==> config.mk <==
export PLATFORM = sky130hd
export DESIGN_NAME = sisc_fetch_unit
export DESIGN_NICKNAME = d
export VERILOG_FILES = /design/src/rtl/sisc_fetch_unit.sv
export SDC_FILE = /design/constraint.sdc
export NUM_CORES = 1
export LEC_CHECK = 0
export BUFFER_PORTS_ARGS = -buffer_cell sky130_fd_sc_hd__buf_2
export CAP_MARGIN = 20
export CORE_MARGIN = 5
export CORE_UTILIZATION = 45
export CTS_CLUSTER_DIAMETER = 80
export DETAILED_ROUTE_END_ITERATION = 8
export PLACE_DENSITY = 0.73
export SETUP_SLACK_MARGIN = 0.3
export SYNTH_ARGS = -nofsm -noshare
export SYNTH_HDL_FRONTEND = slang
export SYNTH_SLANG_ARGS = --single-unit
==> constraint.sdc <==
create_clock -name clk -period 3.7 [get_ports clk]
set_clock_uncertainty 0.1 [all_clocks]
set_input_delay 0.74 -clock clk [delete_from_list [all_inputs] [get_ports clk]]
set_output_delay 0.74 -clock clk [all_outputs]
set_load 0.05 [all_outputs]
==> src/rtl/sisc_fetch_unit.sv <==
// rtl/sisc_fetch_unit.sv - SISC instruction fetch, program counter and status unit
//
// Holds the PC, the instruction register and the status register. A single
// outstanding instruction read runs over a req/ack handshake, and the decoded
// IR fields are presented to the control FSM.
//
// Optional feature: define FETCH_TIMEOUT_EN to add a read watchdog and the
// sticky fetch_err output.
//
// Ports:
//   clk, rst_f                 clock (rising edge), async active-low reset
//   ir_load                    start an instruction read at the current PC
//   pc_write, pc_sel, br_sel   PC update strobe and source selects
//   stat_en, stat_in           status register load strobe and value
//   mem_req, mem_addr          read request / registered read address
//   mem_ack, mem_rdata         read data valid / read data
//   instr, opcode, mm, imm     IR and its fixed-position fields
//   stat, pc                   status register, program counter
//   fetch_busy                 high while a read is outstanding
//   fetch_err                  (FETCH_TIMEOUT_EN only) sticky read-timeout flag

module sisc_fetch_unit #(
  parameter int              PC_W     = 16,
  parameter int              INSTR_W  = 32,
  parameter logic [PC_W-1:0] RESET_PC = '0
) (
  input  logic               clk,
  input  logic               rst_f,
  input  logic               ir_load,
  input  logic               pc_write,
  input  logic               pc_sel,
  input  logic               br_sel,
  input  logic               stat_en,
  input  logic [3:0]         stat_in,
  input  logic               mem_ack,
  input  logic [INSTR_W-1:0] mem_rdata,
  output logic               mem_req,
  output logic [PC_W-1:0]    mem_addr,
  output logic [INSTR_W-1:0] instr,
  output logic [3:0]         opcode,
  output logic [3:0]         mm,
  output logic [15:0]        imm,
  output logic [3:0]         stat,
  output logic [PC_W-1:0]    pc,
`ifdef FETCH_TIMEOUT_EN
  output logic               fetch_err,
`endif
  output logic               fetch_busy
);

  typedef enum logic {
    IDLE = 1'b0,
    WAIT = 1'b1
  } state_t;

  state_t             state, state_n;
  logic [INSTR_W-1:0] ir, ir_n;
  logic               req_n;
  logic [PC_W-1:0]    addr_n;
  logic               busy_n;
  logic [PC_W-1:0]    pc_n;
  logic [3:0]         stat_n;

  // Branch operands derived from the IR immediate field.
  logic [PC_W-1:0]    imm_zext;
  logic [PC_W-1:0]    imm_sext;

`ifdef FETCH_TIMEOUT_EN
  // The read is abandoned on the edge at which the wait counter would reach
  // 15, so mem_req is high for exactly 15 cycles when no ack ever arrives.
  localparam logic [3:0] TIMEOUT_LAST = 4'd14;

  logic [3:0] wait_cnt, wait_cnt_n;
  logic       err_n;
`endif

  // IR field slices
  assign instr  = ir;
  assign opcode = ir[INSTR_W-1:INSTR_W-4];
  assign mm     = ir[INSTR_W-5:INSTR_W-8];
  assign imm    = ir[15:0];

  assign imm_zext = PC_W'(imm);
  assign imm_sext = PC_W'($signed(imm));

  // State and datapath registers
  always_ff @(posedge clk or negedge rst_f) begin
    if (!rst_f) begin
      state      <= IDLE;
      ir         <= '0;
      mem_req    <= 1'b0;
      mem_addr   <= RESET_PC;
      fetch_busy <= 1'b0;
      pc         <= RESET_PC;
      stat       <= 4'd0;
`ifdef FETCH_TIMEOUT_EN
      wait_cnt   <= 4'd0;
      fetch_err  <= 1'b0;
`endif
    end else begin
      state      <= state_n;
      ir         <= ir_n;
      mem_req    <= req_n;
      mem_addr   <= addr_n;
      fetch_busy <= busy_n;
      pc         <= pc_n;
      stat       <= stat_n;
`ifdef FETCH_TIMEOUT_EN
      wait_cnt   <= wait_cnt_n;
      fetch_err  <= err_n;
`endif
    end
  end

  // Fetch FSM: next state and handshake outputs
  always_comb begin
    state_n = state;
    ir_n    = ir;
    req_n   = mem_req;
    addr_n  = mem_addr;
    busy_n  = fetch_busy;
`ifdef FETCH_TIMEOUT_EN
    wait_cnt_n = wait_cnt;
    err_n      = fetch_err;
`endif

    case (state)
      IDLE: begin
        // A late ack arriving here is deliberately ignored.
        if (ir_load) begin
          state_n = WAIT;
          req_n   = 1'b1;
          addr_n  = pc;      // old PC even if pc_write fires on this edge
          busy_n  = 1'b1;
`ifdef FETCH_TIMEOUT_EN
          wait_cnt_n = 4'd0;
`endif
        end
      end

      WAIT: begin
        // ir_load is ignored here; there is no request queue.
        if (mem_ack) begin
          state_n = IDLE;
          ir_n    = mem_rdata;
          req_n   = 1'b0;
          busy_n  = 1'b0;
        end
`ifdef FETCH_TIMEOUT_EN
        else if (wait_cnt == TIMEOUT_LAST) begin
          // Abort: IR becomes NOOP so the control FSM does nothing harmful.
          state_n = IDLE;
          ir_n    = '0;
          req_n   = 1'b0;
          busy_n  = 1'b0;
          err_n   = 1'b1;
          wait_cnt_n = wait_cnt + 4'd1;
        end else begin
          wait_cnt_n = wait_cnt + 4'd1;
        end
`endif
      end

      default: begin
        state_n = IDLE;
      end
    endcase
  end

  // Program counter and status register; independent of the fetch FSM.
  always_comb begin
    pc_n   = pc;
    stat_n = stat;

    if (pc_write) begin
      if (!pc_sel) begin
        pc_n = pc + PC_W'(1);
      end else if (!br_sel) begin
        pc_n = imm_zext;
      end else begin
        pc_n = pc + imm_sext;
      end
    end

    if (stat_en) begin
      stat_n = stat_in;
    end
  end

endmodule

==> results.py, run 1 <==
metrics = {
    "route": {
        "wl_um": 9670,
        "vias_per_cell": 5.43,
        "num_vias": 3219,
        "top_layer_used": "met4",
        "wl_met3_um": 601,
        "met1_length_um": 4250,
        "wl_met2_um": 4620,
        "drtPass1Iterations": 5,
        "drc": 0,
        "drtIter0Drc": 163,
        "wl_per_cell_um": 16.3,
        "ant_nets": 0,
    },
    "place": {
        "dpl_worst_slack_ns": 1.05,
        "routabilityCongestion": 0.895,
        "dpl.hpwl_um": 7390,
        "portBuffers": 137,
    },
    "global_route": {
        "track_usage": 0.179,
        "grt-ovfl-total": 0,
        "grt_start_max_net_pins": 71,
        "grt_first_pass_wirelength_um": 16200,
        "antenna_found_initial": 0,
        "grt_pass1_vias": 3248,
    },
    "synth": {
        "synth_warnings": 0,
        "synth_top_cell_by_area": "dfrtp_1",
        "syn-num-nets": 436,
        "synth-async-reset-ratio": 1.00,
        "ys_seq_elements": 70,
        "ys.flop_type": "dfrtp_1",
        "avgSynthCellArea_sq_um": 10.8,
        "ys_top_cells_by_area": "dfrtp_1 43%, mux2_2 15%, buf_4 5.2%",
        "ys_types": 55,
        "yosysSeqAreaShare": 0.431,
        "yosysTopAreaCellShare": 0.431,
        "netlist_area_sq_mm": 0.00407,
        "synthCells": 375,
        "synth_edf_count": 0,
    },
    "critical_path": {
        "r2r-end": "pc[8]",
        "end_kind": "flop",
        "criticalPathCategory": "reg2reg",
        "start_kind": "flop",
        "arrival_ns": 2.68,
        "crit_path_max_fanout": 7,
        "cp_slowest_stage_delay_ns": 0.45,
        "r2r_slack_ns": 1.17,
        "path_cells": "ha_1 -> fa_1 -> a21oi_1 -> o21ai_2 -> nand3_1 -> a21boi_0 -> or4_1 -> and3_1",
        "crit_required_ns": 3.85,
        "slowest_stage": "dfrtp_1",
        "r2r.worst_path.cells": 8,
        "r2r-start": "pc[0]",
    },
    "power": {
        "p_leak_nw": 2.28,
        "power_density_mw_per_mm2": 1020,
        "p_total_mw": 4.98,
        "ir_drop_mv": 0.359,
    },
    "cts": {
        "cts_buffers": 9,
        "clk_pin_slew_ns": 0.08,
        "post_cts_buffers": 0,
        "cts_tree": "yes",
        "hold_buffers": 0,
        "cts.sinks": 70,
        "cts_resized": 0,
        "htreeDepth": 3,
        "root_buffer": "clkbuf_8",
        "clock_latency_ns": 0.35,
        "clockBufferDepth": 2,
    },
    "final_layout": {
        "final_cell_mix": "136 x buf_2, 70 x dfrtp_1, 53 x mux2_2",
        "final_nets": 541,
        "area_delta_synth_final_pct": 20.2,
        "drive_above_1_share": 0.456,
        "final_common_cell": "buf_2",
        "n_antenna_cell": 0,
        "post-route-util": 0.558,
    },
    "die": {
        "ios": 138,
        "die_area_sq_mm": 0.0110,
        "core_area_sq_mm": 0.00876,
        "dieHeight_um": 105,
        "initial_utilization": 0.464,
        "num_rows": 34,
        "die_w_um": 105,
    },
    "sta": {
        "fmax_ghz": 0.395,
        "hold_viol": 0,
        "setup_viol": 0,
        "slew_headroom": 0.421,
        "fin_setup_tns_ns": 0,
        "finalCriticalPeriod_ns": 2.53,
        "rsz0062_at_grt": "false",
        "worst_slack_ns": 1.17,
        "worst_pin_slew_ns": 0.869,
        "min_period_over_period": 0.685,
        "report.final.slew_viol_count": 0,
    },
    "run": {
        "cap_violations": 0,
    },
    "run_status": {
        "status": "complete, no violations",
    },
    "worst_hold_path": {
        "holdCritStartpoint": "mem_addr[12]",
        "min_delay_path_depth": 2,
        "hold_end": "mem_addr[12]",
        "hold_class": "reg2reg",
    },
}
flip-flops by register name (all words and copies together), names as in the netlist:
register	count
pc	16
fetch_busy	1
instr	32
stat	4
mem_addr	16
state	1
cells in the mapped netlist (5+ instances only):
cell	n
a21o_1	5
a21oi_1	19
buf_4	28
clkbuf_1	10
dfrtp_1	70
ha_1	16
inv_1	6
mux2_2	53
mux2i_1	8
nand2_1	22
nand3_1	7
nand4_1	6
nor2_1	11
o21ai_0	21
xnor2_1	9
metrics by stage:
| step | cell area, sq um | std cells | hold WS [ns] |
|---|---|---|---|
| final | 4890 | 593 | 0.382 |
| after global routing | 4890 | 593 | 0.418 |
| after CTS | 4890 | 593 | 0.395 |
| after detailed placement | 4620 | 577 | 0.376 |
| after global placement | 4620 | 577 | 0.360 |
| after floorplan | 4070 | 375 | 0.344 |
power by group:
| group | switching, mW | total [mW] | internal [mW] |
|---|---|---|---|
| sequential | 0.307 | 1.32 | 1.02 |
| clock | 0.308 | 0.827 | 0.519 |
| combinational | 1.97 | 2.83 | 0.859 |
| total | 2.59 | 4.98 | 2.40 |
layout make-up:
cell class	instances	area (sq um)
Clock buffer	9	124
Clock inverter	7	145
Fill cell	791	3870
Inverter	6	22.5
Multi-Input combinational cell	255	2020
Sequential cell	70	1750
Tap cell	108	135
Timing Repair Buffer	138	696
how the worst max path moves through the flow:
stage               cells after the start      to  startpoint  slack [ns]
floorplan                               8   pc[8]       pc[0]        1.12
global placement                        6  pc[11]      pc_sel        1.13
detailed placement                      6  pc[11]      pc_sel        1.05
CTS                                     8   pc[8]       pc[0]        1.16
global route                            8   pc[8]       pc[0]        1.04
finish                                  8   pc[8]       pc[0]        1.17
kinds of logic after synthesis:
kind of cell	Yosys count	synth area share
compound gates	88	0.149
simple gates	76	0.0987
flops	70	0.431
mux	61	0.166
buf+inv	50	0.0735
fa+ha+maj	17	0.0541
xor+xnor	13	0.0280
worst max-delay path: cells and delay by family (launching register included):
family / cells / cell delay [ns]
AND/OR/NAND/NOR: 3 / 0.68
adder cells (fa/ha/maj): 2 / 0.67
flip-flops: 1 / 0.45
AO/OA/AOI/OAI: 3 / 0.53
routing by layer:
metal  track usage  vias to the layer above
met1         0.237                     1524
met5             0                        -
met2         0.284                      103
met3        0.0358                       19
met4        0.0776                        0
li1              -                     1573
No activity file was read; power rests on OpenSTA's default activity.
==> inputs of run 2 (changes only) <==
==> constraint.sdc (replaced) <==
create_clock -name clk -period 2.6 [get_ports clk]
set_clock_uncertainty 0.1 [all_clocks]
set_input_delay 0.52 -clock clk [delete_from_list [all_inputs] [get_ports clk]]
set_output_delay 0.52 -clock clk [all_outputs]
set_load 0.05 [all_outputs]
==> run 2 against run 1 <==
Worst setup slack lost 0.83 ns. Global-route usage grew 1.7 points. Utilization is 2.0 points higher. Sequential cell count unchanged. Sequential share of layout area is 1.1 points lower. Routed wire length grew 11%. Non-clock buffer count rose by 16. Design area increased by 3.5%. Die area stayed put. Clock power is 21% higher. Clock-buffer cell count grew 1. Largest cell class unchanged. Largest power group unchanged. Highest routed layer unchanged.
==> results.py, run 2 (synthesis gave the netlist of run 1 again) <==
metrics = {
    "run_status": {
        "status": "complete, no violations",
    },
    "route": {
        "drc": 0,
        "wl_um": 10700,
        "drtPass1Iterations": 4,
        "ant_nets": 0,
        "wl_per_cell_um": 17.6,
        "num_vias": 3357,
        "vias_per_cell": 5.51,
        "drtIter0Drc": 144,
    },
    "sta": {
        "finalCriticalPeriod_ns": 2.27,
        "hold_viol": 0,
        "report.final.slew_viol_count": 0,
        "worst_pin_slew_ns": 0.734,
        "setup_viol": 0,
        "holdWs_ns": 0.0518,
        "min_period_over_period": 0.872,
        "fmax_ghz": 0.441,
        "worst_slack_ns": 0.333,
        "slew_headroom": 0.511,
        "fin_setup_tns_ns": 0,
        "rsz0062_at_grt": "true",
    },
    "global_route": {
        "antenna_found_initial": 0,
        "track_usage": 0.196,
        "grt_pass1_vias": 3375,
        "grt-ovfl-total": 0,
        "grt_start_max_net_pins": 47,
        "grt_first_pass_wirelength_um": 17600,
    },
    "final_layout": {
        "final_cells": 609,
        "fillers": 791,
        "final_common_cell": "buf_2",
        "n_antenna_cell": 0,
        "area_delta_synth_final_pct": 24.5,
        "drive_above_1_share": 0.505,
        "final_cell_mix": "136 x buf_2, 66 x dfrtp_1, 52 x mux2_2",
        "largest_reg_flops": 32,
        "post-route-util": 0.578,
        "final_nets": 557,
        "final_area_sq_mm": 0.00506,
    },
    "place": {
        "routabilityCongestion": 0.882,
        "place_area_sq_mm": 0.00474,
        "dp.cells": 590,
        "dpl.hpwl_um": 8030,
        "portBuffers": 137,
        "dpl_worst_slack_ns": 0.278,
    },
    "power": {
        "power_density_mw_per_mm2": 1440,
        "p_total_mw": 7.32,
        "p_leak_nw": 2.36,
        "ir_drop_mv": 0.650,
    },
    "critical_path": {
        "crit_required_ns": 2.76,
        "criticalPathCategory": "reg2reg",
        "crit_path_max_fanout": 5,
        "end_kind": "flop",
        "arrival_ns": 2.43,
        "start_kind": "flop",
    },
    "die": {
        "core_area_sq_mm": 0.00876,
        "num_rows": 34,
        "ios": 138,
        "initial_utilization": 0.464,
        "dieHeight_um": 105,
        "die_w_um": 105,
        "die_area_sq_mm": 0.0110,
    },
    "cts": {
        "hold_buffers": 0,
        "clk_pin_slew_ns": 0.08,
        "cts.sinks": 70,
        "htreeDepth": 3,
        "clock_latency_ns": 0.36,
        "cts_tree": "yes",
        "clockBufferDepth": 2,
        "root_buffer": "clkbuf_8",
        "cts_buffers": 9,
    },
    "worst_hold_path": {
        "hold_class": "in2async",
    },
    "run": {
        "cap_violations": 0,
    },
}
run 2: changes by cell type in the layout (fill, tap and decap cells not counted), sizes merged:
cell	before	now
clkbuf	9	10
bufinv	4	2
clkinv	1	3
buf	138	154
inv	7	6
run 2: final timing paths:
kind                         startpoint           end  depth (start not counted)  slack (ns)
setup / recovery               instr[0]         pc[6]                          8        0.33
hold / removal                    rst_f      instr[3]                          1        0.05
setup reg to reg               instr[0]         pc[6]                          8        0.33
hold reg to reg            mem_addr[12]  mem_addr[12]                          2        0.37
max in group asynchronous         rst_f     instr[17]                          2        1.73
min in group clk           mem_rdata[9]      instr[9]                          2        0.28
run 2: layout make-up:
cell class | instances | area, sq um | area share
repair buffers | 154 | 816 | 0.161
well taps | 108 | 135 | 0.0267
multi-input cells | 255 | 2120 | 0.419
inverters | 6 | 22.5 | 0.00445
flip-flops and latches | 70 | 1760 | 0.347
clock inverters | 6 | 86.3 | 0.0170
clock buffers | 10 | 128 | 0.0252
run 2: power by group:
| group | switching (mW) | internal, mW |
|---|---|---|
| registers | 0.380 | 1.46 |
| logic | 3.06 | 1.43 |
| clock network | 0.460 | 0.539 |
| total | 3.90 | 3.42 |
run 2: timing repair:
action                                  4_1_cts  5_1_grt
gates resized for setup                       1       16
pin swaps                                     0        9
setup buffers                                 1        2
endpoints found under the setup margin        1        8
run 2: routing by layer:
metal / vias to the layer above / GRT usage / wire, um
li1: 1593 / - / -
met1: 1636 / 0.268 / 4710
met2: 107 / 0.304 / 5120
met4: 0 / 0.0758 / 248
met5: - / 0 / 0
met3: 21 / 0.0395 / 647
run 2: critical path: stages (launching register included):
cell     delay, ns
dfrtp_2       0.45
ha_4          0.18
fa_2          0.41
a21oi_4       0.20
o21ai_4       0.10
a21oi_2       0.15
xnor2_1       0.08
mux2_4        0.26
a31o_2        0.24
==> inputs of run 3 (changes only) <==
--- a/config.mk
+++ b/config.mk
@@ -11,8 +11,10 @@
 export CORE_UTILIZATION = 45
 export CTS_CLUSTER_DIAMETER = 80
 export DETAILED_ROUTE_END_ITERATION = 8
+export MAX_ROUTING_LAYER = met4
 export PLACE_DENSITY = 0.73
 export SETUP_SLACK_MARGIN = 0.3
+export SLEW_MARGIN = 20
 export SYNTH_ARGS = -nofsm -noshare
 export SYNTH_HDL_FRONTEND = slang
 export SYNTH_SLANG_ARGS = --single-unit
==> constraint.sdc (replaced) <==
create_clock -name clk -period 2.6 [get_ports clk]
set_clock_uncertainty 0.1 [all_clocks]
set_input_delay 0.39 -clock clk [delete_from_list [all_inputs] [get_ports clk]]
set_output_delay 0.39 -clock clk [all_outputs]
set_load 0.05 [all_outputs]
==> run 3 against run 2 <==
Routed wire length down 3.5%. Sequential share of layout area decreased by 0.46 points. Largest power group unchanged. Via count decreased by 1.1%. Combinational power shrank 1%. Worst hold slack improved by 0.099 ns. Critical endpoint is now pc[8]. First-iteration DRC count rose by 15%. Worst setup slack got worse by 0.11 ns. Register-to-register slack worse by 0.11 ns. Clock-buffer cell count fell by 1. Power grew 2.2%. Global-route usage decreased by 0.34 points. Sequential power hardly changed.
==> results.py, run 3 (synthesis gave the netlist of run 1 again) <==
metrics = {
    "final_layout": {
        "n_antenna_cell": 0,
        "final_cell_mix": "136 x buf_2, 67 x dfrtp_1, 52 x mux2_2",
        "post-route-util": 0.585,
        "multi_input_area_sq_mm": 0.00210,
        "final_common_cell": "buf_2",
        "area_delta_synth_final_pct": 26.1,
        "final_area_sq_mm": 0.00513,
        "largest_reg_flops": 32,
        "final_nets": 558,
        "fillers": 773,
        "regArea_sq_mm": 0.00176,
        "drive_above_1_share": 0.496,
    },
    "die": {
        "ios": 138,
        "dieHeight_um": 105,
        "core_area_sq_mm": 0.00876,
        "initial_utilization": 0.464,
        "die_w_um": 105,
        "num_rows": 34,
        "die_area_sq_mm": 0.0110,
    },
    "cts": {
        "cts.sinks": 70,
        "cts_buffers": 9,
        "clock_latency_ns": 0.36,
        "clockBufferDepth": 2,
        "clk_pin_slew_ns": 0.09,
        "root_buffer": "clkbuf_8",
        "cts_tree": "yes",
        "htreeDepth": 3,
    },
    "sta": {
        "setup_viol": 0,
        "fin_setup_tns_ns": 0,
        "worst_pin_slew_ns": 0.734,
        "rsz0062_at_grt": "true",
        "slew_headroom": 0.510,
        "worst_slack_ns": 0.228,
        "hold_viol": 0,
        "report.final.slew_viol_count": 0,
        "min_period_over_period": 0.912,
        "finalCriticalPeriod_ns": 2.37,
        "fmax_ghz": 0.422,
    },
    "critical_path": {
        "criticalPathCategory": "reg2reg",
        "crit_path_max_fanout": 3,
        "start_kind": "flop",
        "crit_required_ns": 2.74,
        "arrival_ns": 2.52,
        "end_kind": "flop",
    },
    "global_route": {
        "grt_start_max_net_pins": 49,
        "grt-ovfl-total": 0,
        "grt-busiest-layer": "met2",
        "grt_first_pass_wirelength_um": 16800,
        "use_met1": 0.264,
        "antenna_found_initial": 0,
        "met3_usage": 0.0462,
        "grt_pass1_vias": 3259,
        "track_usage": 0.192,
        "gr-usage-met2": 0.276,
    },
    "power": {
        "power_density_mw_per_mm2": 1460,
        "p_leak_nw": 2.40,
        "p_total_mw": 7.48,
        "ir_drop_mv": 0.612,
    },
    "route": {
        "num_vias": 3321,
        "drtPass1Iterations": 4,
        "wl_um": 10300,
        "drc": 0,
        "vias_per_cell": 5.44,
        "ant_nets": 0,
        "wl_per_cell_um": 17.0,
        "drtIter0Drc": 166,
    },
    "place": {
        "dpl.hpwl_um": 7750,
        "dpl_worst_slack_ns": 0.333,
        "routabilityCongestion": 0.900,
        "portBuffers": 137,
        "place_area_sq_mm": 0.00472,
    },
    "run": {
        "cap_violations": 0,
    },
    "run_status": {
        "status": "complete, no violations",
    },
    "worst_hold_path": {
        "hold_class": "in2reg",
    },
}
[run 3: final cells by class]
type / instances / share of cell area
sequential: 70 / 0.342
tap: 108 / 0.0264
clock inverter: 7 / 0.0286
inverter: 6 / 0.00439
multi-input combinational: 255 / 0.410
timing repair buffer: 155 / 0.164
clock buffer: 9 / 0.0242
[run 3: metal layers]
layer	wire [um]	vias to the layer above
met4	187	0
li1	-	1599
met3	661	14
met2	4820	110
met5	0	-
met1	4670	1598
[run 3: final timing paths]
| check | from | slack [ns] | cells past startpoint | endpoint |
|---|---|---|---|---|
| worst max-delay path | instr[0] | 0.23 | 8 | pc[8] |
| worst min-delay path | mem_rdata[3] | 0.15 | 2 | instr[3] |
| worst max register to register | instr[0] | 0.23 | 8 | pc[8] |
| worst min register to register | mem_addr[12] | 0.38 | 2 | mem_addr[12] |
| max in group asynchronous | rst_f | 1.37 | 3 | instr[14] |
| min in group asynchronous | rst_f | 0.48 | 2 | instr[1] |
[run 3: through the flow]
step           instances  hold WS (ns)
4_1_cts              603         0.148
6_report             610         0.151
5_1_grt              610         0.134
2_1_floorplan        375      -0.00559
3_5_place_dp         586         0.358
3_3_place_gp         586         0.350
[run 3: power by group]
group	internal (mW)	total [mW]	switching, mW
Combinational	1.44	4.43	3.00
Clock	0.739	1.19	0.456
Sequential	1.45	1.85	0.393
[run 3: what timing repair did]
action                     CTS  global route
hold endpoints to repair    47             0
setup buffers                0             7
resized for setup            0            15
hold buffers                 1             0
setup endpoints to repair    0             5
[run 3: worst max-delay path: stages (launching register included)]
cell and delay, ns:
dfrtp_2 0.44, ha_4 0.18, fa_2 0.42, a21oi_4 0.20, o21ai_4 0.08, nand3_2 0.09
a21boi_2 0.06, or4_1 0.52, and3_1 0.16
